File: config.mk
export PLATFORM = sky130hd
export DESIGN_NAME = pipe_stage_skid
export DESIGN_NICKNAME = d
export VERILOG_FILES = /design/src/rtl/pipe_stage_skid.sv
export SDC_FILE = /design/constraint.sdc
export NUM_CORES = 1
export LEC_CHECK = 0
export ABC_AREA = 1
export CAP_MARGIN = 10
export CORE_MARGIN = 2
export CORE_UTILIZATION = 25
export CTS_CLUSTER_DIAMETER = 40
export DETAILED_ROUTE_END_ITERATION = 6
export GPL_ROUTABILITY_DRIVEN = 0
export SETUP_SLACK_MARGIN = 0.15
export SYNTH_ARGS = -nofsm -noshare
export SYNTH_HDL_FRONTEND = slang
export SYNTH_SLANG_ARGS = --single-unit
File: constraint.sdc
create_clock -name clk -period 13.5 [get_ports clk]
set_clock_uncertainty 0.1 [all_clocks]
set_input_delay 2.025 -clock clk [delete_from_list [all_inputs] [get_ports clk]]
set_output_delay 2.025 -clock clk [all_outputs]
set_load 0.05 [all_outputs]
File: src/rtl/pipe_stage_skid.sv
// Pipeline stage register with valid/ready handshake, flushable ctrl and held data.
// Define PIPE_SKID_EN to build the 2-entry skid buffer; otherwise a single entry is built.
module pipe_stage_skid #(
  parameter int CW = 16,
  parameter int DW = 128
) (
  input  logic          clk,
  input  logic          rst,
  input  logic          flush,
  input  logic          stall,
  input  logic          in_valid,
  output logic          in_ready,
  input  logic [CW-1:0] in_ctrl,
  input  logic [DW-1:0] in_data,
  output logic          out_valid,
  input  logic          out_ready,
  output logic [CW-1:0] out_ctrl,
  output logic [DW-1:0] out_data,
  output logic [1:0]    occupancy
);

  typedef enum logic [1:0] {EMPTY = 2'd0, ONE = 2'd1, FULL = 2'd2} state_t;

  state_t        state;
  logic [CW-1:0] main_ctrl;
  logic [DW-1:0] main_data;
  logic          in_fire;
  logic          out_fire;

`ifdef PIPE_SKID_EN
  logic [CW-1:0] skid_ctrl;
  logic [DW-1:0] skid_data;

  // Registered state decode only: out_ready never reaches in_ready.
  assign in_ready = (state != FULL) & ~stall & ~rst;
`else
  assign in_ready = ((state == EMPTY) | out_ready) & ~stall & ~rst;
`endif

  assign out_valid = (state != EMPTY) & ~stall;
  assign in_fire   = in_valid & in_ready;
  assign out_fire  = out_valid & out_ready;
  assign out_ctrl  = main_ctrl;
  assign out_data  = main_data;

  always_comb begin
    occupancy = 2'd0;
    case (state)
      ONE:     occupancy = 2'd1;
      FULL:    occupancy = 2'd2;
      default: occupancy = 2'd0;
    endcase
  end

  always_ff @(posedge clk or posedge rst) begin
    if (rst) begin
      state     <= EMPTY;
      main_ctrl <= '0;
      main_data <= '0;
`ifdef PIPE_SKID_EN
      skid_ctrl <= '0;
      skid_data <= '0;
`endif
    end else if (flush) begin
      // Squash beats and their control; data payload is deliberately left in place.
      state     <= EMPTY;
      main_ctrl <= '0;
`ifdef PIPE_SKID_EN
      skid_ctrl <= '0;
`endif
    end else begin
      case (state)
        EMPTY: begin
          if (in_fire) begin
            main_ctrl <= in_ctrl;
            main_data <= in_data;
            state     <= ONE;
          end
        end
        ONE: begin
          if (in_fire && out_fire) begin
            main_ctrl <= in_ctrl;
            main_data <= in_data;
`ifdef PIPE_SKID_EN
          end else if (in_fire) begin
            skid_ctrl <= in_ctrl;
            skid_data <= in_data;
            state     <= FULL;
`endif
          end else if (out_fire) begin
            main_ctrl <= '0;
            state     <= EMPTY;
          end
        end
`ifdef PIPE_SKID_EN
        FULL: begin
          if (out_fire) begin
            main_ctrl <= skid_ctrl;
            main_data <= skid_data;
            state     <= ONE;
          end
        end
`endif
        default: state <= EMPTY;
      endcase
    end
  end

endmodule

==> flow_summary.json, run 1 <==
{
  "htree_levels": 4,
  "synthFlopType": "dfrtp_1",
  "synth.distinct_cells": 17,
  "grt_pass1_vias": 5004,
  "die_w_um": 153.4,
  "cts_hold_buf": 0,
  "seqPwrFrac_pct": 34.1,
  "ys_ff_latch": 145,
  "root_buffer": "clkbuf_16",
  "cts_sinks": 145,
  "rsz0062_at_grt": "false",
  "clock_path_buffers": 2,
  "io_buffers": 296,
  "io_pins": 298,
  "num_vias": 4987,
  "grt-ovfl-total": 0,
  "crit_required_ps": 11380,
  "dpl.hpwl_mm": 11.48,
  "p_sw_uw": 624.8,
  "setup_tns_ps": 0,
  "worst-slew-pin-transition_ps": 975.2,
  "ir_drop_mv": 0.06873,
  "placeableCoreArea_um2": 21890,
  "grt_usage_pct": 14.61,
  "slew_headroom_pct": 34.98,
  "nNetsFinal": 1065,
  "startpoint_type": "primary input",
  "antenna_found_initial": 0,
  "maxSlewViolCount": 0,
  "p_clk_share_pct": 29.8,
  "synthArstFlopShare_pct": 100.0,
  "syn-cell-area_um2": 5578,
  "layout-drive-gt1-share_pct": 4.526,
  "yosys_warnings": 0,
  "switching_share_pct": 38.54,
  "die_y_um": 153.4,
  "cts_resized": 0,
  "grt_first_pass_wirelength_mm": 27.55,
  "synth_cells": 630,
  "final_common_cell": "nand2_1",
  "post_cts_buffers": 0,
  "worst_setup_path_end_kind": "primary output",
  "cellLeakagePower_nw": 4.466,
  "finalSetupViolations": 0,
  "ys_seq_area_share_pct": 65.05,
  "intPower_uw": 996.4,
  "wl_per_cell_um": 14.19,
  "critPathKind": "primary input to primary output",
  "final_hold_viol_count": 0,
  "drt_iter0_markers": 246,
  "syn_area_per_cell_um2": 8.854,
  "drc_errors": 0,
  "final.period_utilization_pct": 43.00,
  "fill_cells": 2162,
  "status": "finished, final reports clean",
  "hp-class": "register to register",
  "synth_edf_count": 0,
  "drt-total-wl_mm": 17.14,
  "initial_utilization_pct": 25.48,
  "drtAntennaViolNets": 0,
  "p_total_mw": 1.621,
  "path_max_fanout": 3,
  "grt_start_max_net_pins": 74,
  "die_area_um2": 23520,
  "cts_buffers": 17,
  "fmax_mhz": 172.3,
  "drt_first_pass_iters": 4,
  "clkTransAtPathRegs_ps": 60,
  "fin_crit_ps": 5805,
  "routed_via_density": 4.128,
  "most-common-layout-cells": "nand2_1 (420), clkdlybuf4s50_1 (296), dfrtp_1 (145), clkbuf_16 (17), o21ai_1 (14)",
  "max_cap_violations": 0,
  "diodes": 0,
  "cts_tree": "yes",
  "power.share.combinational_pct": 36.1,
  "cp.arrival_ps": 3680,
  "clkLatencyLatePin_ps": 410,
  "areaGrowthSynthToFinish_pct": 67.27,
  "powerDensity_nw_per_um2": 173.8,
  "syn_nets": 780,
  "std_cell_rows": 54
}
worst max-delay path, stage by stage:
cell and delay (ps):
clkdlybuf4s50_1 540, nor2_4 180, and2_1 140, clkdlybuf4s50_1 790
worst paths after layout:
kind / from / end / slack [ps] / cells past startpoint
setup / recovery: rst / in_ready / 7700 / 4
hold / removal: out_data[108] / out_data[108] / 380 / 2
setup reg to reg: state[0] / out_data[6] / 10160 / 6
hold reg to reg: out_data[108] / out_data[108] / 380 / 2
max in group asynchronous: rst / out_data[28] / 9780 / 3
min in group asynchronous: rst / out_ctrl[14] / 2090 / 2
synthesized netlist by cell type, types with 2 or more instances:
cell type | n | area, µm²
nand2_1 | 420 | 1577
nand3_1 | 3 | 15.01
o21ai_0 | 2 | 10.01
o21ai_1 | 14 | 70.07
dfrtp_1 | 145 | 3628
inv_1 | 4 | 15.01
nand2_2 | 2 | 12.51
buf_2 | 21 | 105.1
buf_4 | 11 | 82.58
per-layer routing:
layer,global-route usage (%),part of all wire (%)
met5,0,0
met4,3.582,1.0
met3,6.464,9.9
met2,22.98,45
met1,18.50,44
flip-flops by register name (all words and copies together), names as in the netlist:
register and count:
out_ctrl 16, state 1, out_data 128
cell families after synthesis:
| kind of cell | synth area share [%] |
|---|---|
| AND/OR/NAND/NOR | 29.56 |
| buffers and inverters | 3.791 |
| AO/OA/AOI/OAI | 1.525 |
| other | 0.06723 |
| flip-flops | 65.05 |
power groups by stage:
| stage | combinational [mW] | sequential [mW] | clock [mW] |
|---|---|---|---|
| finish | 0.585 | 0.553 | 0.483 |
| detailed placement | 0.589 | 0.559 | 0 |
| floorplan | 0.0808 | 0.834 | 0 |
| global route | 0.617 | 0.563 | 0.519 |
| global placement | 0.588 | 0.558 | 0 |
| CTS | 0.591 | 0.553 | 0.500 |
metrics by stage:
| stage | cell area, µm² | hold slack, ps | instances | setup WS, ps | util (%) |
|---|---|---|---|---|---|
| floorplan | 5578 | 655.6 | 630 | 7480 | - |
| global placement | 8728 | 360.1 | 1176 | 7719 | 39.87 |
| detailed placement | 8728 | 363.5 | 1176 | 7698 | 39.87 |
| CTS | 9330 | 380.7 | 1208 | 7684 | 42.62 |
| global route | 9330 | 393.2 | 1208 | 7666 | 42.62 |
| finish | 9330 | 376.3 | 1208 | 7695 | 42.62 |
final cells by class:
| class | instances | area, µm² | share of cell area, % |
|---|---|---|---|
| Sequential cell | 145 | 3628 | 38.89 |
| Timing Repair Buffer | 299 | 2985 | 32.00 |
| Multi-Input combinational cell | 447 | 1738 | 18.63 |
| Clock buffer | 19 | 452.9 | 4.854 |
| Tap cell | 280 | 350.3 | 3.755 |
| Clock inverter | 13 | 148.9 | 1.596 |
| Inverter | 5 | 26.28 | 0.2816 |
Note: power is estimated with default switching activity, not from simulation.
==> run 2: changes to the inputs <==
==> constraint.sdc (replaced) <==
create_clock -name clk -period 4.8 [get_ports clk]
set_clock_uncertainty 0.1 [all_clocks]
set_input_delay 0.72 -clock clk [delete_from_list [all_inputs] [get_ports clk]]
set_output_delay 0.72 -clock clk [all_outputs]
set_load 0.05 [all_outputs]
==> run 2 against run 1 <==
Effect of this change: global-route usage increased by 0.12 points; die area unchanged; sequential power grew to 2.8 times the previous value; non-clock buffer count is 1 higher; clock power increased to 2.7 times the previous value; clock-buffer cell count decreased by 1; flip-flop and latch count stayed put; design area decreased by 0.12%; largest power group unchanged.
==> flow_summary.json, run 2 (same netlist as run 1, synthesis figures left out) <==
{
  "max_cap_violations": 0,
  "largest_reg_flops": 128,
  "slew_headroom_pct": 38.43,
  "areaGrowthSynthToFinish_pct": 67.07,
  "std_cell_rows": 54,
  "cpMaxStageDelayCell": "clkdlybuf4s50_1",
  "switching_share_pct": 39.31,
  "initial_utilization_pct": 25.48,
  "rsz0062_at_grt": "false",
  "die_y_um": 153.4,
  "utilization_pct": 42.57,
  "drc_errors": 0,
  "cts_sinks": 145,
  "cpPeakStageDelay_ps": 800,
  "cts_hold_buf": 0,
  "p_clk_share_pct": 28.9,
  "maxSlewViolCount": 0,
  "cpMostUsedCell": "clkdlybuf4s50_1",
  "p_sw_mw": 1.770,
  "status": "finished, final reports clean",
  "grt_pass1_vias": 5003,
  "worst-slew-pin-transition_ps": 923.5,
  "ir_drop_mv": 0.2088,
  "path_max_fanout": 3,
  "final-seq-area_um2": 3628,
  "clkTransAtPathRegs_ps": 60,
  "startpoint_type": "primary input",
  "drtAntennaViolNets": 0,
  "fmax_mhz": 314.6,
  "num_vias": 4943,
  "routed_via_density": 4.089,
  "worst-path-buf-inv": 3,
  "power.share.combinational_pct": 36.5,
  "critical_path.top_delay_family": "buffers and inverters",
  "layout-drive-gt1-share_pct": 4.521,
  "cp.arrival_ps": 2360,
  "htree_levels": 4,
  "drt_iter0_markers": 291,
  "grt_first_pass_wirelength_mm": 27.62,
  "dpl.hpwl_mm": 11.41,
  "intPower_mw": 2.733,
  "cts_resized": 0,
  "die_w_um": 153.4,
  "setup_tns_ps": 0,
  "io_buffers": 296,
  "final_common_cell": "nand2_1",
  "finalSetupViolations": 0,
  "clock_path_buffers": 2,
  "seqPwrFrac_pct": 34.5,
  "io_pins": 298,
  "post_cts_buffers": 0,
  "final.period_utilization_pct": 66.23,
  "crit_chain": "clkdlybuf4s50_1 -> inv_1 -> nand2_1 -> and2_1 -> clkdlybuf4s50_1",
  "fin_crit_ps": 3179,
  "grt_start_max_net_pins": 146,
  "drt_first_pass_iters": 4,
  "diodes": 0,
  "final_hold_viol_count": 0,
  "placeableCoreArea_um2": 21890,
  "fill_cells": 2178,
  "grt-ovfl-total": 0,
  "multi_input_area_um2": 1738,
  "drt-total-wl_mm": 17.05,
  "antenna_found_initial": 0,
  "grt_usage_pct": 14.72,
  "root_buffer": "clkbuf_16",
  "cellLeakagePower_nw": 4.460,
  "most-common-layout-cells": "nand2_1 (420), clkdlybuf4s50_1 (296), dfrtp_1 (145), clkbuf_16 (17), o21ai_1 (14)",
  "wl_per_cell_um": 14.11,
  "critPathKind": "primary input to primary output",
  "clkLatencyLatePin_ps": 410,
  "die_area_um2": 23520,
  "crit_required_ps": 3980,
  "cts_tree": "yes",
  "worst_setup_path_end_kind": "primary output",
  "nNetsFinal": 1066,
  "hp-class": "register to register",
  "powerDensity_nw_per_um2": 483.2,
  "cts_buffers": 17
}
-- run 2: worst min-delay path: stages, from the launching register on --
cell and delay [ps]:
dfrtp_1 340, nand2_1 50, nand2_1 50
-- run 2: cell type report --
| type | count | share of cell area [%] |
|---|---|---|
| clock buffer | 18 | 4.605 |
| multi-input combinational | 447 | 18.65 |
| timing repair buffer | 300 | 32.25 |
| inverter | 5 | 0.2685 |
| clock inverter | 14 | 1.531 |
| tap | 280 | 3.759 |
| sequential | 145 | 38.94 |
-- run 2: per-layer routing --
layer  track usage [%]  share of wire (%)  vias up
met3             6.209                9.5       12
met2             22.07                 44      204
met4             4.107                1.4        0
met5                 0                  0        -
met1             19.57                 45     2257
li1                  -                  -     2470
-- run 2: path summary, 6_finish.rpt --
check	from	to	slack [ps]	cells past startpoint
max	out_ready	in_ready	1620	5
min	out_data[109]	out_data[109]	380	2
max reg2reg	state[0]	out_data[6]	2410	6
min reg2reg	out_data[109]	out_data[109]	380	2
max in group asynchronous	rst	out_data[75]	3090	3
min in group asynchronous	rst	out_ctrl[13]	850	3
-- run 2: per-stage QoR --
step	hold WS, ps	power, mW	instances	worst slack, ps	cell area [µm²]
floorplan	655.6	2.574	630	2161	5582
global placement	360.6	3.223	1177	1588	8747
detailed placement	363.5	3.232	1177	1563	8747
CTS	381.5	4.567	1209	1616	9319
global route	393.5	4.723	1209	1562	9319
finish	375.8	4.503	1209	1621	9319
-- run 2: power groups by stage --
stage | clock, mW | combinational, mW | sequential [mW]
finish | 1.30 | 1.64 | 1.56
detailed placement | 0 | 1.66 | 1.57
floorplan | 0 | 0.227 | 2.35
global route | 1.41 | 1.73 | 1.58
CTS | 1.35 | 1.66 | 1.56
global placement | 0 | 1.65 | 1.57
==> run 3: changes to the inputs <==
==> constraint.sdc (replaced) <==
create_clock -name clk -period 2.6 [get_ports clk]
set_clock_uncertainty 0.1 [all_clocks]
set_input_delay 0.39 -clock clk [delete_from_list [all_inputs] [get_ports clk]]
set_output_delay 0.39 -clock clk [all_outputs]
set_load 0.05 [all_outputs]
==> run 3 against run 2 <==
Effect of this change: power is 94% higher; die area stayed put; setup slack worse by 1200 ps; flip-flop and latch count stayed put; hold slack hardly changed; core utilization is 0.78 points higher; cell count hardly changed; first-iteration DRC count is 19% lower; largest cell class unchanged; highest routed layer unchanged.
==> flow_summary.json, run 3 (same netlist as run 1, synthesis figures left out) <==
{
  "status": "finished, final reports clean",
  "drc_errors": 0,
  "worst_setup_path_end_kind": "primary output",
  "multi_input_area_um2": 1738,
  "largest_reg_flops": 128,
  "final_cells": 1210,
  "grt_first_pass_wirelength_mm": 26.90,
  "utilization_pct": 43.35,
  "grt_start_max_net_pins": 74,
  "finalSetupViolations": 0,
  "hp-class": "register to register",
  "crit_chain": "clkdlybuf4s50_1",
  "die_w_um": 153.4,
  "cpMaxStageDelayCell": "clkdlybuf4s50_1",
  "placeableCoreArea_um2": 21890,
  "root_buffer": "clkbuf_16",
  "diodes": 0,
  "drt_first_pass_iters": 4,
  "num_vias": 4996,
  "drtAntennaViolNets": 0,
  "design_area_um2": 9490,
  "cts_hold_buf": 0,
  "grt-ovfl-total": 0,
  "initial_utilization_pct": 25.48,
  "dpl.hpwl_mm": 11.63,
  "routed_via_density": 4.129,
  "final_common_cell": "nand2_1",
  "cts_sinks": 145,
  "slew_headroom_pct": 61.84,
  "critPathKind": "register to primary output",
  "clkLatencyLatePin_ps": 410,
  "max_cap_violations": 0,
  "most-common-layout-cells": "nand2_1 (420), clkdlybuf4s50_1 (294), dfrtp_1 (145), clkbuf_16 (17), o21ai_1 (14)",
  "clock_path_buffers": 2,
  "die_y_um": 153.4,
  "place_area_um2": 8820,
  "worst-slew-pin-transition_ps": 570.6,
  "rsz0062_at_grt": "false",
  "fmax_mhz": 464.7,
  "crit_required_ps": 2110,
  "layout-drive-gt1-share_pct": 4.839,
  "cts_resized": 0,
  "finalWorstSetupSlack_ps": 447.9,
  "std_cell_rows": 54,
  "grt_usage_pct": 14.40,
  "fin_crit_ps": 2152,
  "place_inst": 1179,
  "critical_path.top_delay_family": "buffers and inverters",
  "startpoint_type": "register",
  "final-seq-area_um2": 3628,
  "cellLeakagePower_nw": 4.545,
  "cpPeakStageDelay_ps": 830,
  "drt-total-wl_mm": 16.89,
  "maxSlewViolCount": 0,
  "cts_tree": "yes",
  "timing.hold.ws_ps": 375.6,
  "p_total_mw": 8.740,
  "htree_levels": 4,
  "powerDensity_nw_per_um2": 920.9,
  "areaGrowthSynthToFinish_pct": 70.14,
  "path_max_fanout": 5,
  "post-place-ws_ps": 525.3,
  "io_buffers": 296,
  "setup_tns_ps": 0,
  "fill_cells": 2168,
  "nNetsFinal": 1068,
  "die_area_um2": 23520,
  "io_pins": 298,
  "final.period_utilization_pct": 82.77,
  "clkTransAtPathRegs_ps": 60,
  "antenna_found_initial": 0,
  "drt_iter0_markers": 236,
  "cp.arrival_ps": 1660,
  "wl_per_cell_um": 13.96,
  "final_hold_viol_count": 0,
  "ir_drop_mv": 0.3305,
  "post_cts_buffers": 0,
  "worst-path-buf-inv": 1,
  "grt_pass1_vias": 4961,
  "cts_buffers": 17
}
## run 3: cell types whose count changed in the layout (fill, tap and decap cells not counted), sizes merged
cell and change:
buf +4, bufinv +5, clkbuf +1, clkdlybuf4s50 -2, clkinv -2, clkinvlp -1
inv -4
## run 3: worst reg2reg max path, delay by kind of cell, from the launching register on
| family | cells | cell delay, ps |
|---|---|---|
| AO/OA/AOI/OAI | 1 | 80 |
| buffers and inverters | 1 | 120 |
| flip-flops | 1 | 420 |
| AND/OR/NAND/NOR | 5 | 790 |
## run 3: area by class of cell
type,count,share of cell area (%)
sequential,145,38.23
tap,280,3.691
clock inverter,12,2.399
inverter,5,0.2637
clock buffer,19,4.667
multi-input combinational,447,18.31
timing repair buffer,302,32.43
## run 3: layer usage
layer  global-route usage, %  part of all wire [%]
met2                   21.85                    44
met3                   6.238                    10
met5                       0                     0
met4                   3.757                   1.2
met1                   18.92                    44
## run 3: worst paths after layout
kind / startpoint / slack [ps] / to / cells past startpoint
worst max-delay path: state[0] / 450 / occupancy[0] / 1
worst min-delay path: out_data[30] / 380 / out_data[30] / 2
worst max register to register: state[0] / 970 / out_ctrl[3] / 7
worst min register to register: out_data[30] / 380 / out_data[30] / 2
max in group asynchronous: rst / 1590 / out_data[126] / 3
min in group asynchronous: rst / 430 / out_ctrl[11] / 3
## run 3: report_power, final
part	switching, mW	leakage (nW)	internal (mW)	total, mW
clock	0.987	0.325	1.83	2.82
sequential	0.217	1.83	2.66	2.88
combinational	2.00	2.39	1.05	3.04
total	3.20	4.54	5.54	8.74
